--- config.mk ---
export PLATFORM = sky130hd
export DESIGN_NAME = alu_mul_seq
export DESIGN_NICKNAME = d
export VERILOG_FILES = /design/src/rtl/alu_pkg.sv /design/src/rtl/alu_mul_seq.sv
export SDC_FILE = /design/constraint.sdc
export NUM_CORES = 1
export LEC_CHECK = 0
export BUFFER_PORTS_ARGS = -buffer_cell sky130_fd_sc_hd__buf_2
export CELL_PAD_IN_SITES_DETAIL_PLACEMENT = 1
export CELL_PAD_IN_SITES_GLOBAL_PLACEMENT = 2
export CORE_UTILIZATION = 32
export DETAILED_ROUTE_END_ITERATION = 10
export PLACE_DENSITY_LB_ADDON = 0.2
export SYNTH_ARGS = -nofsm -noshare
export SYNTH_HDL_FRONTEND = slang
export SYNTH_SLANG_ARGS = --single-unit
export TNS_END_PERCENT = 20
--- constraint.sdc ---
create_clock -name clk -period 4.6 [get_ports clk]
set_input_delay 0 -clock clk [delete_from_list [all_inputs] [get_ports clk]]
set_output_delay 0 -clock clk [all_outputs]
set_load 0.005 [all_outputs]
--- src/rtl/alu_pkg.sv ---
// Shared definitions for the 16-bit ALU and the blocks that drive it.
//   - ALU opcode constants (3-bit opc field)
//   - state encoding of the alu_mul_seq sequencer
package alu_pkg;

  localparam logic [2:0] OPC_NEG   = 3'b000;
  localparam logic [2:0] OPC_INC   = 3'b001;
  localparam logic [2:0] OPC_ADD   = 3'b010;
  localparam logic [2:0] OPC_ADDSH = 3'b011;
  localparam logic [2:0] OPC_AND   = 3'b100;
  localparam logic [2:0] OPC_OR    = 3'b101;
  localparam logic [2:0] OPC_MIX   = 3'b110;

  typedef enum logic [2:0] {
    ST_IDLE   = 3'd0,
    ST_ABS_A  = 3'd1,
    ST_ABS_B  = 3'd2,
    ST_MUL    = 3'd3,
    ST_NEG_LO = 3'd4,
    ST_NEG_HI = 3'd5,
    ST_DONE   = 3'd6
  } mul_state_e;

endpackage

--- src/rtl/alu_mul_seq.sv ---
// Multi-cycle signed 16x16->32 multiplier that uses an external combinational
// 16-bit ALU for every arithmetic step (magnitudes, shift-add, final negate).
// Ports:
//   clk, rst_n          clock, synchronous active-low reset
//   start, a, b         request and signed operands (sampled in IDLE only)
//   busy, done          busy from the cycle after accept through DONE; done pulse
//   product             signed 32-bit product {hi,lo}
//   p_zero, p_neg       product == 0, product[31]
//   alu_opc/ina/inb/inc drive the ALU (function of state and registers only)
//   alu_w/zer/neg       ALU result and flags, captured in the same cycle
//   state               current FSM state, for observation
//
// Handshake: start is a level sampled on a rising edge while idle; once
// accepted, busy rises and start is ignored until the sequencer is back in
// IDLE. done is high for exactly one cycle, 20 cycles after the accepting
// edge, and the result holds until the next accepted start.
module alu_mul_seq
  import alu_pkg::*;
#(
  parameter int W = 16
) (
  input  logic           clk,
  input  logic           rst_n,
  input  logic           start,
  input  logic [W-1:0]   a,
  input  logic [W-1:0]   b,
  output logic           busy,
  output logic           done,
  output logic [2*W-1:0] product,
  output logic           p_zero,
  output logic           p_neg,
  output logic [2:0]     alu_opc,
  output logic [W-1:0]   alu_ina,
  output logic [W-1:0]   alu_inb,
  output logic           alu_inc,
  input  logic [W-1:0]   alu_w,
  input  logic           alu_zer,
  input  logic           alu_neg,
  output mul_state_e     state
);

  mul_state_e state_nxt;

  logic [W-1:0] a_r, b_r;
  logic [W-1:0] m_r;   // unsigned magnitude of a (0x8000 for -32768)
  logic [W-1:0] hi, lo;
  logic [3:0]   cnt;
  logic         sgn;
  logic         z_lo;
  logic         cy;    // carry from negating lo into hi (lo negated to zero)

  // State register and datapath captures
  always_ff @(posedge clk) begin
    if (!rst_n) begin
      state  <= ST_IDLE;
      a_r    <= '0;
      b_r    <= '0;
      m_r    <= '0;
      hi     <= '0;
      lo     <= '0;
      cnt    <= '0;
      sgn    <= 1'b0;
      z_lo   <= 1'b0;
      cy     <= 1'b0;
      p_zero <= 1'b0;
      p_neg  <= 1'b0;
    end else begin
      state <= state_nxt;
      case (state)
        ST_IDLE: begin
          if (start) begin
            a_r    <= a;
            b_r    <= b;
            sgn    <= a[W-1] ^ b[W-1];
            hi     <= '0;
            lo     <= '0;
            cnt    <= '0;
            p_zero <= 1'b0;
            p_neg  <= 1'b0;
          end
        end
        ST_ABS_A: m_r <= alu_w;
        ST_ABS_B: lo  <= alu_w;
        ST_MUL: begin
          // Shift-add: the sum re-enters the top and the pair shifts right.
          // hi stays below 2^15 before each add, so the 16-bit sum is exact.
          {hi, lo} <= {alu_w, lo} >> 1;
          cnt      <= cnt + 4'd1;
        end
        ST_NEG_LO: begin
          lo   <= alu_w;
          z_lo <= alu_zer;
          cy   <= sgn & alu_zer;
        end
        ST_NEG_HI: begin
          hi     <= alu_w;
          p_zero <= z_lo & alu_zer;
          p_neg  <= alu_neg;
        end
        default: ;
      endcase
    end
  end

  // Next-state logic
  always_comb begin
    state_nxt = state;
    case (state)
      ST_IDLE:   if (start) state_nxt = ST_ABS_A;
      ST_ABS_A:  state_nxt = ST_ABS_B;
      ST_ABS_B:  state_nxt = ST_MUL;
      ST_MUL:    if (cnt == 4'd15) state_nxt = ST_NEG_LO;
      ST_NEG_LO: state_nxt = ST_NEG_HI;
      ST_NEG_HI: state_nxt = ST_DONE;
      ST_DONE:   state_nxt = ST_IDLE;
      default:   state_nxt = ST_IDLE;
    endcase
  end

  // Outputs: ALU drive depends only on state and registers, never on start
  always_comb begin
    alu_opc = OPC_ADDSH;
    alu_ina = '0;
    alu_inb = '0;
    alu_inc = 1'b0;
    case (state)
      ST_ABS_A: begin
        alu_ina = a_r;
        alu_opc = a_r[W-1] ? OPC_NEG : OPC_ADDSH;
      end
      ST_ABS_B: begin
        alu_ina = b_r;
        alu_opc = b_r[W-1] ? OPC_NEG : OPC_ADDSH;
      end
      ST_MUL: begin
        alu_opc = OPC_ADD;
        alu_ina = hi;
        alu_inb = lo[0] ? m_r : '0;
      end
      ST_NEG_LO: begin
        alu_ina = lo;
        alu_opc = sgn ? OPC_NEG : OPC_ADDSH;
      end
      ST_NEG_HI: begin
        if (sgn) begin
          // Two's complement of the high word: ~hi plus the carry out of lo
          alu_opc = OPC_ADD;
          alu_ina = ~hi;
          alu_inc = cy;
        end else begin
          alu_ina = hi;
        end
      end
      default: ;
    endcase
  end

  assign busy    = (state != ST_IDLE);
  assign done    = (state == ST_DONE);
  assign product = {hi, lo};

endmodule

==> impl_metrics.json <==
{
  "p_sw_uw": 765.0,
  "stdcell_area_um2": 6235,
  "maxSlewHeadroom": 0.2689,
  "postCtsHoldBufs": 50,
  "ir_drop_uv": 179.0,
  "status": "finished, violations left",
  "synth_top_area_share": 0.3811,
  "final_cell_count_no_fill": 931,
  "die_y_um": 124.9,
  "routed_wl_um": 18370,
  "clockBufferDepth": 2,
  "final_nets": 798,
  "die-area_um2": 15600,
  "grt_pass1_wl_um": 28810,
  "placed_cell_area_um2": 5458,
  "core-area_um2": 14640,
  "final-max-slew-violation-count": 0,
  "combinationalPowerShare": 0.247,
  "fmax_ghz": 0.3441,
  "synth.cell_area_um2": 4832,
  "synth.top_cells.by_area": "dfxtp_1, nand2_1, a21oi_1",
  "cp.required_ns": 4.60,
  "fill_cells": 1821,
  "antenna_found_initial": 0,
  "hold_class": "primary input to flop",
  "swShare": 0.3334,
  "synthArstFlopShare": 0,
  "numCtsBuffers": 9,
  "min_period_over_period": 0.6318,
  "multi_input_area_um2": 2623,
  "io_buffers": 126,
  "p_clk_frac": 0.312,
  "num_io_pins": 128,
  "p_int_mw": 1.530,
  "die_x_um": 124.9,
  "htree_num_levels": 3,
  "worst_ep_arrival_time_ns": 2.91,
  "synth_ff_type": "dfxtp_1",
  "startpoint_type": "flop",
  "fin_ws_ns": 1.694,
  "synth_nets": 663,
  "synthCells": 609,
  "place.gp.congestion": 0.7716,
  "cts_resized": 0,
  "drc_errors": 16,
  "rrSetupSlack_ns": 1.91,
  "yosysTopAreaCell": "dfxtp_1",
  "dp_cells": 867,
  "grt_max_degree": 59,
  "clock_latency_ns": 0.35,
  "seq_area_um2": 1843,
  "syn_to_final_growth_pct": 29.03,
  "ys_seq_area_frac": 0.3811,
  "ys.warnings.count": 0,
  "finalCriticalPeriod_ns": 2.906,
  "cts_sinks": 92,
  "synthTopCellsByCount": "nand2_1, dfxtp_1, a21oi_1",
  "drt_first_pass_iters": 7,
  "worst_pin_slew_ns": 1.093,
  "ctsRootBufferMaster": "clkbuf_16",
  "finalHoldViolations": 0,
  "start_util": 0.3300,
  "cts_tree": "built",
  "diodes": 0,
  "tns_ns": 0,
  "drt_iter0_drc": 396,
  "path_max_fanout": 58,
  "dp_hpwl_um": 12480,
  "worst_hold_slack_ns": 0.03034,
  "grt_pass1_vias": 5045,
  "syn_avg_cell_area_um2": 7.935,
  "clk_pin_slew_ns": 0.06,
  "ant_nets": 0,
  "yosys.cell_count.top_type": "nand2_1",
  "reg2reg_depth": 4,
  "ys_types": 46,
  "pwr-share-seq": 0.441,
  "track_usage": 0.2385,
  "rsz0062_at_grt": "false",
  "synth_edf_count": 0,
  "hold_depth": 2,
  "ys_ff_latch": 92,
  "p_per_area_nw_per_um2": 368.0,
  "route.vias.total": 5078,
  "cp-end-kind": "output port",
  "cts_setup_buffers": 0,
  "violations": "DRC",
  "setup_viol": 0,
  "fin_skew_ns": 0.005191,
  "drive_above_1_share": 0.2303,
  "rows": 44,
  "leakage_nw": 2.681,
  "worstSetupPathType": "flop to output port",
  "gr-total-overflow": 0,
  "post-place-ws_ns": 1.947,
  "avgViaCountPerCell": 5.454,
  "wl_per_cell_um": 19.73,
  "cap_violations": 0
}
-- worst max-delay path: stages (launching register included) --
cell and delay (ns):
dfxtp_2 0.99, nor2b_1 0.62, buf_4 0.30, o21a_4 0.31
a2111o_1 0.19, buf_2 0.11
-- flip-flops by register name, summed over array words and instances (netlist names) --
register  flops
p_zero        1
state         3
a_r          16
z_lo          1
lo           16
m_r          16
hi           16
b_r          16
cnt           4
cy            1
sgn           1
p_neg         1
-- cell families after synthesis --
logic type,Yosys count,synth area share
simple gates,220,0.2390
compound gates,213,0.2921
flops,92,0.3812
buf+inv,79,0.07716
xor+xnor,2,0.005180
fa+ha+maj,1,0.002589
other cells,1,0.0007761
mux,1,0.002072
-- power groups by stage --
stage / clock network, mW / registers, mW / logic [mW]
floorplan: 0 / 0.966 / 0.379
global placement: 0 / 1.02 / 0.520
detailed placement: 0 / 1.03 / 0.534
CTS: 0.730 / 1.01 / 0.570
global route: 0.759 / 1.03 / 0.624
finish: 0.717 / 1.01 / 0.567
-- cell usage in the layout (no fill, tap or decap), drive strengths merged, types with 2 or more instances in the layout --
| master | count |
|---|---|
| buf | 134 |
| nand2 | 103 |
| dfxtp | 92 |
| a21oi | 71 |
| o21ai | 67 |
| dlygate4sd3 | 50 |
| a211oi | 35 |
| nand3b | 32 |
| nor2 | 23 |
| inv | 19 |
| and3 | 18 |
| a221oi | 17 |
| and2 | 16 |
| a2111o | 15 |
| clkbuf | 12 |
| nand3 | 6 |
| nor2b | 4 |
| or3b | 3 |
| nor3b | 3 |
| and3b | 2 |
| nand2b | 2 |
| a311oi | 2 |
| clkinv | 2 |
| xnor2 | 2 |
-- metal layers --
layer,vias up,share of wire,global-route usage
met5,-,0,0
met4,0,0.015,0.07030
met3,17,0.050,0.04210
met2,131,0.48,0.4015
met1,2490,0.45,0.3103
li1,2440,-,-
-- worst paths after layout --
| path | start | endpoint |
|---|---|---|
| worst max-delay path | state[1] | alu_ina[5] |
| worst min-delay path | start | state[0] |
| worst max register to register | state[1] | hi[13] |
| worst min register to register | m_r[7] | m_r[7] |
-- layout make-up --
cell class                 count  area share
clock buffer                  12     0.04275
timing repair buffer         184      0.1910
multi-input combinational    438      0.4206
inverter                      19     0.01144
sequential                    92      0.2956
tap                          184     0.03693
clock inverter                 2    0.001605
-- metrics by stage --
stage	util	power, mW
2_1_floorplan	-	1.345
3_3_place_gp	0.3727	1.542
3_5_place_dp	0.3727	1.561
4_1_cts	0.4258	2.310
5_1_grt	0.4258	2.411
6_report	0.4258	2.295
(Power assumes the default switching activity.)
